--- src/rtl/ether_udp_rx_filter.sv ---
// GMII receive filter: passes only UDP/IPv4 frames addressed to this station, IP and port,
// and latches the leading payload bytes when a frame ends cleanly.
module ether_udp_rx_filter #(
    parameter logic [47:0]                  MAC_ADDR      = 48'h00301ba0a470,
    parameter logic [31:0]                  IP_ADDR       = 32'hAC100064,
    parameter logic [15:0]                  UDP_PORT      = 16'd8888,
    parameter int unsigned                  PAYLOAD_BYTES = 1,
    parameter bit                           CHECK_FCS     = 1'b1,
    parameter bit                           ACCEPT_BCAST  = 1'b0,
    parameter logic [8*PAYLOAD_BYTES-1:0]   DATA_INIT     = '0
) (
    input  logic                            phy_rx_clk,
    input  logic                            rst,
    input  logic                            id,
    input  logic                            phy_rx_dv,
    input  logic                            phy_rx_er,
    input  logic [7:0]                      phy_rx_data,
    output logic [8*PAYLOAD_BYTES-1:0]      data_out,
    output logic                            data_valid,
    output logic [15:0]                     frame_cnt,
    output logic [15:0]                     drop_cnt
);

    localparam int unsigned PW          = 8 * PAYLOAD_BYTES;
    localparam logic [10:0] PAY_FIRST   = 11'd42;
    localparam logic [10:0] PAY_LAST    = 11'(41 + PAYLOAD_BYTES);
    localparam logic [10:0] MIN_LEN     = 11'(46 + PAYLOAD_BYTES);
    localparam logic [10:0] MAX_LEN     = 11'd1522;
    localparam logic [31:0] CRC_RESIDUE = 32'hC704DD7B;

    typedef enum logic [1:0] {IDLE, PRE, BODY, DROP} state_t;

    state_t           r_state,      w_state_nxt;
    logic [2:0]       r_pre_cnt,    w_pre_nxt;
    logic [10:0]      r_offset,     w_offset_nxt;
    logic [31:0]      r_crc,        w_crc_nxt;
    logic             r_frame_ok,   w_frame_ok_nxt;
    logic             r_uc_ok,      w_uc_nxt;
    logic             r_bc_ok,      w_bc_nxt;
    logic [PW-1:0]    r_shadow,     w_shadow_nxt;
    logic [PW-1:0]    r_data_out,   w_data_out_nxt;
    logic             r_data_valid, w_valid_nxt;
    logic [15:0]      r_frame_cnt,  w_frame_cnt_nxt;
    logic [15:0]      r_drop_cnt,   w_drop_cnt_nxt;

    logic [47:0]      w_eff_mac;
    logic [7:0]       w_mac_byte;
    logic             w_uc_hit;
    logic             w_bc_hit;
    logic             w_hdr_bad;
    logic             w_accept;
    logic [PW+7:0]    w_shift;

    // Data bits enter LSB first into an MSB-first register, so a good frame leaves CRC_RESIDUE.
    function automatic logic [31:0] crc_byte(input logic [31:0] crc, input logic [7:0] d);
        logic [31:0] c;
        logic        fb;
        c = crc;
        for (int i = 0; i < 8; i++) begin
            fb = c[31] ^ d[i];
            c  = {c[30:0], 1'b0} ^ (fb ? 32'h04C11DB7 : 32'h0);
        end
        return c;
    endfunction

    assign w_eff_mac = MAC_ADDR ^ {47'd0, id};
    assign w_shift   = {r_shadow, phy_rx_data};
    assign w_accept  = r_frame_ok && (r_offset >= MIN_LEN) && (r_offset <= MAX_LEN) &&
                       (!CHECK_FCS || (r_crc == CRC_RESIDUE));

    always_comb begin
        w_mac_byte = 8'h00;
        case (r_offset[2:0])
            3'd0:    w_mac_byte = w_eff_mac[47:40];
            3'd1:    w_mac_byte = w_eff_mac[39:32];
            3'd2:    w_mac_byte = w_eff_mac[31:24];
            3'd3:    w_mac_byte = w_eff_mac[23:16];
            3'd4:    w_mac_byte = w_eff_mac[15:8];
            3'd5:    w_mac_byte = w_eff_mac[7:0];
            default: w_mac_byte = 8'h00;
        endcase
        // Unicast and broadcast matches are tracked separately so mixed addresses fail.
        w_uc_hit  = r_uc_ok && (phy_rx_data == w_mac_byte);
        w_bc_hit  = r_bc_ok && (phy_rx_data == 8'hFF);
        w_hdr_bad = 1'b0;
        case (r_offset)
            11'd0, 11'd1, 11'd2,
            11'd3, 11'd4, 11'd5: w_hdr_bad = !(w_uc_hit || w_bc_hit);
            11'd12:  w_hdr_bad = (phy_rx_data != 8'h08);
            11'd13:  w_hdr_bad = (phy_rx_data != 8'h00);
            11'd14:  w_hdr_bad = (phy_rx_data != 8'h45);
            11'd23:  w_hdr_bad = (phy_rx_data != 8'h11);
            11'd30:  w_hdr_bad = (phy_rx_data != IP_ADDR[31:24]);
            11'd31:  w_hdr_bad = (phy_rx_data != IP_ADDR[23:16]);
            11'd32:  w_hdr_bad = (phy_rx_data != IP_ADDR[15:8]);
            11'd33:  w_hdr_bad = (phy_rx_data != IP_ADDR[7:0]);
            11'd36:  w_hdr_bad = (phy_rx_data != UDP_PORT[15:8]);
            11'd37:  w_hdr_bad = (phy_rx_data != UDP_PORT[7:0]);
            default: w_hdr_bad = 1'b0;
        endcase
    end

    always_comb begin
        w_state_nxt     = r_state;
        w_pre_nxt       = r_pre_cnt;
        w_offset_nxt    = r_offset;
        w_crc_nxt       = r_crc;
        w_frame_ok_nxt  = r_frame_ok;
        w_uc_nxt        = r_uc_ok;
        w_bc_nxt        = r_bc_ok;
        w_shadow_nxt    = r_shadow;
        w_data_out_nxt  = r_data_out;
        w_valid_nxt     = 1'b0;
        w_frame_cnt_nxt = r_frame_cnt;
        w_drop_cnt_nxt  = r_drop_cnt;

        if (!phy_rx_dv) begin
            if (r_state == BODY && w_accept) begin
                w_data_out_nxt  = r_shadow;
                w_valid_nxt     = 1'b1;
                w_frame_cnt_nxt = r_frame_cnt + 16'd1;
            end else if (r_state == BODY || (r_state == DROP && r_offset != 11'd0)) begin
                w_drop_cnt_nxt  = r_drop_cnt + 16'd1;
            end
            w_state_nxt    = IDLE;
            w_pre_nxt      = 3'd0;
            w_offset_nxt   = 11'd0;
            w_crc_nxt      = 32'hFFFFFFFF;
            w_frame_ok_nxt = 1'b0;
            w_uc_nxt       = 1'b1;
            w_bc_nxt       = ACCEPT_BCAST;
        end else begin
            unique case (r_state)
                IDLE: begin
                    if (phy_rx_data == 8'h55) begin
                        w_state_nxt = PRE;
                        w_pre_nxt   = 3'd1;
                    end else begin
                        w_state_nxt = DROP;
                    end
                end
                PRE: begin
                    if (phy_rx_er) begin
                        w_state_nxt = DROP;
                    end else if (phy_rx_data == 8'h55) begin
                        if (r_pre_cnt == 3'd7) w_state_nxt = DROP;
                        else                   w_pre_nxt   = r_pre_cnt + 3'd1;
                    end else if (phy_rx_data == 8'hD5) begin
                        w_state_nxt    = BODY;
                        w_offset_nxt   = 11'd0;
                        w_crc_nxt      = 32'hFFFFFFFF;
                        w_frame_ok_nxt = 1'b1;
                        w_uc_nxt       = 1'b1;
                        w_bc_nxt       = ACCEPT_BCAST;
                    end else begin
                        w_state_nxt = DROP;
                    end
                end
                BODY: begin
                    w_crc_nxt = crc_byte(r_crc, phy_rx_data);
                    if (r_offset != 11'h7FF) w_offset_nxt = r_offset + 11'd1;
                    if (r_offset >= PAY_FIRST && r_offset <= PAY_LAST) begin
                        w_shadow_nxt = w_shift[PW-1:0];
                    end
                    if (r_offset <= 11'd5) begin
                        w_uc_nxt = w_uc_hit;
                        w_bc_nxt = w_bc_hit;
                    end
                    if (phy_rx_er || w_hdr_bad) begin
                        w_frame_ok_nxt = 1'b0;
                        w_state_nxt    = DROP;
                    end
                end
                DROP: ;
            endcase
        end
    end

    always_ff @(posedge phy_rx_clk or posedge rst) begin
        if (rst) begin
            r_state      <= IDLE;
            r_pre_cnt    <= 3'd0;
            r_offset     <= 11'd0;
            r_crc        <= 32'hFFFFFFFF;
            r_frame_ok   <= 1'b0;
            r_uc_ok      <= 1'b1;
            r_bc_ok      <= ACCEPT_BCAST;
            r_shadow     <= '0;
            r_data_out   <= DATA_INIT;
            r_data_valid <= 1'b0;
            r_frame_cnt  <= 16'd0;
            r_drop_cnt   <= 16'd0;
        end else begin
            r_state      <= w_state_nxt;
            r_pre_cnt    <= w_pre_nxt;
            r_offset     <= w_offset_nxt;
            r_crc        <= w_crc_nxt;
            r_frame_ok   <= w_frame_ok_nxt;
            r_uc_ok      <= w_uc_nxt;
            r_bc_ok      <= w_bc_nxt;
            r_shadow     <= w_shadow_nxt;
            r_data_out   <= w_data_out_nxt;
            r_data_valid <= w_valid_nxt;
            r_frame_cnt  <= w_frame_cnt_nxt;
            r_drop_cnt   <= w_drop_cnt_nxt;
        end
    end

    assign data_out   = r_data_out;
    assign data_valid = r_data_valid;
    assign frame_cnt  = r_frame_cnt;
    assign drop_cnt   = r_drop_cnt;

endmodule

--- config.mk ---
export PLATFORM = sky130hd
export DESIGN_NAME = ether_udp_rx_filter
export DESIGN_NICKNAME = d
export VERILOG_FILES = /design/src/rtl/ether_udp_rx_filter.sv
export SDC_FILE = /design/constraint.sdc
export NUM_CORES = 1
export LEC_CHECK = 0
export ABC_AREA = 1
export CAP_MARGIN = 20
export CORE_MARGIN = 4
export CORE_UTILIZATION = 50
export DETAILED_ROUTE_END_ITERATION = 7
export PLACE_DENSITY = 0.67
export SYNTH_ARGS = -nofsm -noshare
export SYNTH_HDL_FRONTEND = slang
export SYNTH_SLANG_ARGS = --single-unit
--- constraint.sdc ---
create_clock -name phy_rx_clk -period 5.9 [get_ports phy_rx_clk]
set_clock_uncertainty 0.05 [all_clocks]
set_input_delay 0.59 -clock phy_rx_clk [delete_from_list [all_inputs] [get_ports phy_rx_clk]]
set_output_delay 0.59 -clock phy_rx_clk [all_outputs]
set_load 0.01 [all_outputs]
======== Word level (Yosys, flattened, before mapping) ========
Cells that the tools add are included.
word-level totals
  output and inout bits ................... 41
  input bits .............................. 13
  memory bits (writable) .................. 0
  memory bits (read-only) ................. 0
  logic and storage cells ................. 169
  bits in registers ....................... 100
  memories kept ........................... 0
  bits in latches ......................... 0
cells by class
  eq/ne operators ......................... 51
  bitwise operators ....................... 18
  shift operators ......................... 0
  $mul .................................... 0
  add/subtract/negate cells ............... 4
  reduce and logical (&&, ||, !) cells .... 27
  muxes and demuxes ....................... 52
  order comparisons ....................... 5
  divide/modulo/power cells ............... 0
operators with widths
  cell                                                                number
  XOR 32 x 27 -> 32 bit                                               8
  two-way mux 27 bit                                                  8
  two-way mux 32 bit                                                  4
  case mux 32 bit (2 select lines)                                    1
  two-way mux 11 bit                                                  5
  == test 11 x 6 -> 1 bit, second input constant                      4
  case mux 8 bit (5 select lines)                                     1
  == test 11 x 4 -> 1 bit, second input constant                      3
  == test 11 x 5 -> 1 bit, second input constant                      3
  adder 16 x 1 -> 16 bit, second input constant                       2
  == test 32 bit, second input constant                               1
  == test 11 x 2 -> 1 bit, second input constant                      2
  == test 11 x 3 -> 1 bit, second input constant                      2
  greater-or-equal comparator 11 x 6 -> 1 bit, second input constant  2
  case mux 11 bit (2 select lines)                                    1
  AND reduction 5 bit                                                 4
  != test 3 bit, second input constant                                6
  == test 8 bit, second input constant                                2
  != test 8 x 5 -> 1 bit, second input constant                       2
  != test 8 x 7 -> 1 bit, second input constant                       2
  != test 8 bit, second input constant                                2
  two-way mux 1 bit                                                   15
  two-way mux 3 bit                                                   5
  two-way mux 2 bit                                                   6
  38 further kinds                                                    66

======== Logic depth before layout (Yosys ltp) ========
Gate-level depths: netlist (run 1).
  word-level depth ........................ 26
  mapped depth ............................ 17
  depth with buffers taken out ............ 17

======== Least setup slack after synthesis (run 1) ========
Ideal clock, no wire load.
  path kind ............................... input to register
  from .................................... input phy_rx_data[4]
  to ...................................... register r_offset[9]
  library setup time ...................... 126 ps
  path slack .............................. 3802 ps
  required time ........................... 5724 ps
  path buffers ............................ 1
  arrival time ............................ 1922 ps
  stages .................................. 12
  cells stage by stage .................... buf_2 inv_1 nor2_1 nand3_1 nand3_1 nand2_4 nor2_2 nand3_2 inv_2 nand2_1 nor4_1 nor2_1
on the way
  word-level cells in the longest chain between the ends .. 3
  elaborated cells between the ends (all ways) .. 5
  those cells by class .................... eq/ne (4); reduce/logical (1)
RTL lines
  element                                                  RTL line  text
  start: declaration                                       17        input logic [7:0] phy_rx_data,
  == test 8 bit or == test 8 x 7 -> 1 bit (tied branches)  148, 145
  != test 3 bit (no source line)                           n/a
  AND reduction 5 bit (no source line) (*)                 n/a
  end signal: assignment                                   196       r_offset <= w_offset_nxt;
  end: declaration                                         35        logic [10:0] r_offset, w_offset_nxt;
Every way passes the cells marked *; elsewhere a longest branch is shown, timed or not.
A chain may end at the register's enable or synchronous reset.

======== Worst setup path in the final report (run 1) ========
  from .................................... input phy_rx_data[4]
  to ...................................... register r_crc[13]
on the way
  word-level cells in the longest chain between the ends .. 8
  elaborated cells between the ends (all ways) .. 13
  those cells by class .................... eq/ne (4); mux (3); bitwise (5); reduce/logical (1)
RTL lines
  element                             RTL line  text
  XOR 1 bit                           60        fb = c[31] ^ d[i];
  two-way mux 27 bit                  61        c = {c[30:0], 1'b0} ^ (fb ? 32'h04C11DB7 : 32'h0);
  XOR 32 x 27 -> 32 bit (4 in a row)  61
  case mux 32 bit (2 select lines)    133       unique case (r_state)
  two-way mux 32 bit                  117       if (!phy_rx_dv) begin
  end signal: assignment              197       r_crc <= w_crc_nxt;
  end: declaration                    36        logic [31:0] r_crc, w_crc_nxt;
Several ways; a longest one is shown, not always the timed one.

==> results.yml, run 1 <==
placement:
  placedInstanceArea_sq_um: 7280
  io_buffers: 53
  dp_hpwl_microns: 12700
  detailedPlace.worstSlack_ns: 2.44
  gp_congestion: 0.931
  dp_cells: 1041
yosys:
  yosys.cell_count.top_type: "nand2_1"
  synth-async-reset-ratio_pct: 100
  synth_edf_count: 0
  synth_seq_cells: 100
  yosys.area.top_type: "dfrtp_1"
  yosys-top-cells-count: "nand2_1, inv_1, dfrtp_1, xor2_1, nand3_1"
  synth_top_area_share_pct: 25.3
  synth_cells: 833
  synth-seq-area-share_pct: 38.4
  synthFlopType: "dfrtp_1"
  syn_area_sq_um: 6620
  synth_cell_type_count: 47
  synth_area_leaders: "dfrtp_1, dfstp_2, nand2_1, xor2_1, inv_1"
  syn_nets: 862
  ys_warn_count: 0
  syn_area_per_cell_sq_um: 7.94
sta:
  setup_ws_ns: 2.72
  finalMaxSlewViolations: 0
  tightestPinTransition_ns: 0.846
  totalNegativeSetupSlack_ns: 0
  period_share_pct: 53.9
  setup_viol: 0
  grt_setup_unrepaired: "no"
  hold_viol_final: 0
  hold_slack_ns: 0.421
  max-slew-margin-rel_pct: 43.6
  period_minus_slack_ns: 3.18
  timing.fmax_ghz: 0.315
worst_setup_path:
  r2r_setup_slack_ns: 3.05
  startpoint: "phy_rx_data[4]"
  path_class: "input port to register"
  cpMaxStageDelayCell: "clkdlybuf4s50_1"
  reg2reg_from: "r_offset[0]$_DFFE_PP0P_"
  crit_path_end_kind: "register"
  cp_max_fo: 19
  path_cells: "clkdlybuf4s50_1 -> inv_1 -> nor2_1 -> nand3_1 -> nand3_1 -> nand2_4 -> nor2_2 -> inv_2 -> a21oi_1 -> o21ai_0 -> o21ai_1 -> inv_1"
  critical_path_arrival_ns: 3.41
  start_kind: "input port"
  cp.required_ns: 6.13
  worst_path_largest_cell_delay_ns: 0.75
grt:
  grt-ovfl-total: 0
  met2_usage_pct: 38.6
  met3_usage_pct: 3.16
  antenna_found_initial: 0
  grt-busiest-layer: "met2"
  grt.total_usage_pct: 23.3
  grt_pass1_vias: 5494
  use_met1_pct: 31.7
  grt_max_degree: 65
  grt_pass1_wl_microns: 27700
floorplanning:
  start_util_pct: 51.8
  num_rows: 41
  die_h_microns: 123
  core_sq_um: 12800
  die_w_microns: 123
  ios: 54
  dieArea_sq_um: 15100
cells_and_area:
  area_delta_synth_final_pct: 14.7
  final_area_sq_um: 7590
  fill_cells: 1137
  layout.cells.non_filler: 1057
  multi_input_area_sq_um: 3530
  ff_latch_area_sq_um: 2540
  finalNetCount: 909
  drive_gt1_share_pct: 11.2
  diodes: 0
detailed_routing:
  ant_nets: 0
  drt_iter0_drc: 450
  wirelength_microns: 16900
  firstDrtPassIters: 5
  routedWlPerCell_microns: 15.9
  vias: 5719
  via_per_inst: 5.41
  drc: 0
clock_network:
  clockBufferDepth: 2
  tritoncts: "yes"
  path_clk_slew_ns: 0.07
  cts_setup_buffers: 0
  cts_buffers: 9
  clock_latency_ns: 0.35
  cts_sinks: 100
  hold_buffers: 0
  htree_levels: 3
  cts_root_buf: "clkbuf_16"
  cts_resized: 0
power:
  leakage_nw: 3.41
  powerDensity_nw_per_um2: 411
  vdd.ir_drop.worst_v: 0.000238
min_path:
  hp-start: "data_out[6]$_DFFE_PP0P_"
  hold_class: "register to register"
outcome:
  status: "completed"
job:
  cap_violations: 0
==> power by group <==
| part | internal, mW | leakage, nW | switching (mW) |
|---|---|---|---|
| Sequential | 0.884 | 1.26 | 0.153 |
| Clock | 0.353 | 0.150 | 0.262 |
| Combinational | 0.554 | 2.01 | 0.916 |
==> worst paths after layout <==
check	to	cells past startpoint
setup / recovery	r_crc[13]$_DFFE_PP1P_	12
hold reg to reg	data_out[6]$_DFFE_PP0P_	2
max in group asynchronous	r_crc[1]$_DFFE_PP1P_	3
hold / removal	data_out[6]$_DFFE_PP0P_	2
min in group asynchronous	drop_cnt[11]$_DFFE_PP0P_	2
setup reg to reg	frame_cnt[6]$_DFFE_PP0P_	11
==> state kept, by name (all words and copies together) (netlist names) <==
name and cells:
r_crc 32, r_state 2, data_valid 1, r_pre_cnt 3, r_offset 11, r_frame_ok 1, drop_cnt 16, r_bc_ok 1
r_shadow 8, frame_cnt 16, r_uc_ok 1, data_out 8
==> critical path, delay by kind of cell <==
family | cells | cell delay (ns)
and+or+nand+nor | 5 | 1.26
buffers and inverters | 4 | 1.17
AOI/OAI and AO/OA | 3 | 0.37
==> kinds of logic (layout without fill, tap and decap cells) <==
kind of cell / after synthesis / in the layout / share of synthesized area [%]
simple gates: 375 / 375 / 26.1
buf+inv: 139 / 191 / 8.28
compound gates: 106 / 106 / 9.40
flops: 100 / 100 / 38.4
xor+xnor: 97 / 97 / 14.7
fa+ha+maj: 16 / 16 / 3.03
==> placed cells by master, fill, tap and decap left out, types with 3 or more instances in the layout <==
cell type | synthesis | final
o21ai_1 | 19 | 19
nor2_1 | 53 | 53
ha_1 | 16 | 16
xnor2_2 | 4 | 4
inv_2 | 16 | 16
xor2_2 | 5 | 5
o21ai_0 | 25 | 25
xor2_1 | 58 | 58
o22ai_1 | 10 | 10
dfstp_2 | 33 | 33
clkdlybuf4s50_1 | 0 | 53
nand2_4 | 5 | 5
nor3_1 | 22 | 22
a22oi_1 | 7 | 7
nor4_1 | 17 | 17
a21oi_1 | 22 | 22
o31ai_1 | 3 | 3
clkbuf_16 | 0 | 9
inv_1 | 105 | 104
nor2_2 | 5 | 5
a32oi_1 | 4 | 4
dfrtp_1 | 67 | 67
nor3b_1 | 3 | 3
nand2_1 | 186 | 186
a31oi_1 | 7 | 7
nand3_1 | 55 | 55
xnor2_1 | 27 | 27
nand4_1 | 17 | 17
==> layer usage <==
layer / vias to the layer above / wire length [microns]
met5: - / 0
met3: 30 / 648
li1: 2795 / -
met2: 153 / 7970
met1: 2741 / 7870
met4: 0 / 356
==> through the flow <==
stage	total power [mW]	util (%)
final	3.12	59.4
after global routing	3.31	59.4
after CTS	3.12	59.4
after detailed placement	2.50	57.0
after global placement	2.48	57.0
after floorplan	2.13	-
==> cell type report <==
class,count,share of cell area (%)
Multi-Input combinational cell,594,46.4
Sequential cell,100,33.5
Timing Repair Buffer,54,7.09
Clock buffer,11,3.33
Clock inverter,5,0.775
Tap cell,172,2.84
Inverter,121,6.02
No activity file was read; power rests on OpenSTA's default activity.
==> inputs of run 2 (changes only) <==
==> constraint.sdc (replaced) <==
create_clock -name phy_rx_clk -period 2.99 [get_ports phy_rx_clk]
set_clock_uncertainty 0.05 [all_clocks]
set_input_delay 0.299 -clock phy_rx_clk [delete_from_list [all_inputs] [get_ports phy_rx_clk]]
set_output_delay 0.299 -clock phy_rx_clk [all_outputs]
set_load 0.01 [all_outputs]
==> run 2 against run 1 <==
- wire length down 4.0%
- final area up 0.84%
- clock power up 87%
- total power up 95%
- critical path depth up 1
- cell count up 0.95%
- critical path type is now register to register
==> results.yml, run 2 (synthesis results as in run 1) <==
grt:
  antenna_found_initial: 0
  grt_pass1_wl_microns: 27300
  grt_max_degree: 101
  grt-ovfl-total: 0
  grt_pass1_vias: 5522
  grt.total_usage_pct: 22.8
worst_setup_path:
  cp.required_ns: 3.19
  reg2reg_from: "r_offset[2]$_DFFE_PP0P_"
  critical_path_arrival_ns: 2.72
  cp_max_fo: 14
  path_class: "register to register"
  r2r-end: "r_frame_ok$_DFFE_PP0P_"
  start_kind: "register"
  r2r_setup_slack_ns: 0.46
  crit_path_end_kind: "register"
  worstRegToRegCells: 13
cells_and_area:
  finalNetCount: 919
  diodes: 0
  layout_commonest_cell: "nand2_1"
  ff_latch_area_sq_um: 2540
  fill_cells: 1156
  final_util_pct: 59.9
  area_delta_synth_final_pct: 15.7
  largest_reg_flops: 32
  layout_common_cells: "nand2_1, inv_1, dfrtp_1"
  largest_register: "r_crc"
  multi_input_area_sq_um: 3530
  drive_gt1_share_pct: 12.3
power:
  intPower_mw: 3.46
  p_seq_share_pct: 33.4
  switching_share_pct: 43.2
  leakage_nw: 3.46
  switchingPower_mw: 2.62
  powerDensity_nw_per_um2: 794
  p_total_mw: 6.08
  p_comb_share_pct: 47.7
  pwr-share-clk_pct: 19.0
  vdd.ir_drop.worst_v: 0.000691
sta:
  hold_viol_final: 0
  period_minus_slack_ns: 2.53
  max-slew-margin-rel_pct: 64.1
  tightestPinTransition_ns: 0.534
  totalNegativeSetupSlack_ns: 0
  grt_setup_unrepaired: "no"
  period_share_pct: 84.5
  setup_viol: 0
  finalMaxSlewViolations: 0
  setup_ws_ns: 0.464
  timing.fmax_ghz: 0.396
clock_network:
  htree_levels: 3
  cts_setup_buffers: 0
  cts_resized: 0
  cts_buffers: 9
  hold_buffers: 0
  path_clk_slew_ns: 0.07
  cts_sinks: 100
  cts_root_buf: "clkbuf_16"
  tritoncts: "yes"
  clockBufferDepth: 2
  clock_latency_ns: 0.35
detailed_routing:
  drt_iter0_drc: 459
  ant_nets: 0
  wirelength_microns: 16200
  vias: 5710
  drc: 0
  firstDrtPassIters: 5
  routedWlPerCell_microns: 15.2
  via_per_inst: 5.35
min_path:
  hold_class: "input port to async pin"
floorplanning:
  die_w_microns: 123
  dieArea_sq_um: 15100
  die_h_microns: 123
  ios: 54
  core_sq_um: 12800
  start_util_pct: 51.8
  num_rows: 41
placement:
  io_buffers: 53
  dp_hpwl_microns: 12200
  gp_congestion: 0.959
  detailedPlace.worstSlack_ns: 0.242
job:
  cap_violations: 0
outcome:
  status: "completed"
## run 2: cell types whose count changed in the layout (fill, tap and decap cells not counted), moves of 2 or more
| cell | previous run | this run |
|---|---|---|
| inv_8 | 0 | 2 |
| clkbuf_8 | 2 | 0 |
| buf_4 | 1 | 10 |
| inv_6 | 1 | 4 |
## run 2: cell type report
type	instances	share of cell area, %
well taps	172	2.81
inverters	121	5.97
clock inverters	7	0.817
clock buffers	9	2.94
multi-input cells	594	46.1
repair buffers	64	8.17
flip-flops and latches	100	33.2
## run 2: worst max path at each step
stage	start	to	slack (ns)	cells after the start
final	r_offset[2]$_DFFE_PP0P_	r_frame_ok$_DFFE_PP0P_	0.46	13
after global routing	r_offset[2]$_DFFE_PP0P_	r_state[0]$_DFFE_PP0P_	0.26	14
after CTS	r_offset[2]$_DFFE_PP0P_	r_state[1]$_DFFE_PP0P_	0.49	14
after detailed placement	phy_rx_data[1]	r_offset[8]$_DFFE_PP0P_	0.24	12
after global placement	phy_rx_data[1]	r_offset[9]$_DFFE_PP0P_	0.37	13
after floorplan	rst	data_out[0]$_DFFE_PP0P_	0.08	1
## run 2: per-layer routing
metal / part of all wire (%) / track usage [%] / vias up / wire [microns]
li1: - / - / 2822 / -
met1: 46 / 31.3 / 2689 / 7470
met2: 47 / 36.3 / 174 / 7580
met3: 5.0 / 3.52 / 25 / 814
met4: 1.9 / 8.93 / 0 / 315
met5: 0 / 0 / - / 0
## run 2: per-stage QoR
| stage | cell area [sq um] | instances | hold WS [ns] |
|---|---|---|---|
| global placement | 7370 | 1051 | 0.403 |
| detailed placement | 7370 | 1051 | 0.414 |
| CTS | 7650 | 1067 | 0.399 |
| global route | 7650 | 1067 | 0.434 |
| floorplan | 6620 | 833 | 0.399 |
| finish | 7650 | 1067 | 0.355 |
## run 2: critical path, stage by stage, from the launching register on
cell and delay, ns:
dfrtp_1 0.60, inv_1 0.22, ha_1 0.33, inv_1 0.04, nand2_1 0.12, inv_1 0.07, nor2_1 0.15, a21oi_1 0.06
nor3_1 0.14, nand3_1 0.13, a21oi_1 0.18, nand2_1 0.15, nand3_1 0.12, nand2_1 0.06
## run 2: power groups by stage
stage | registers (mW) | clock network, mW | logic, mW
final | 2.03 | 1.15 | 2.90
after global routing | 2.07 | 1.25 | 3.21
after global placement | 2.04 | 0 | 2.86
after detailed placement | 2.04 | 0 | 2.88
after floorplan | 1.98 | 0 | 2.22
after CTS | 2.02 | 1.19 | 2.90
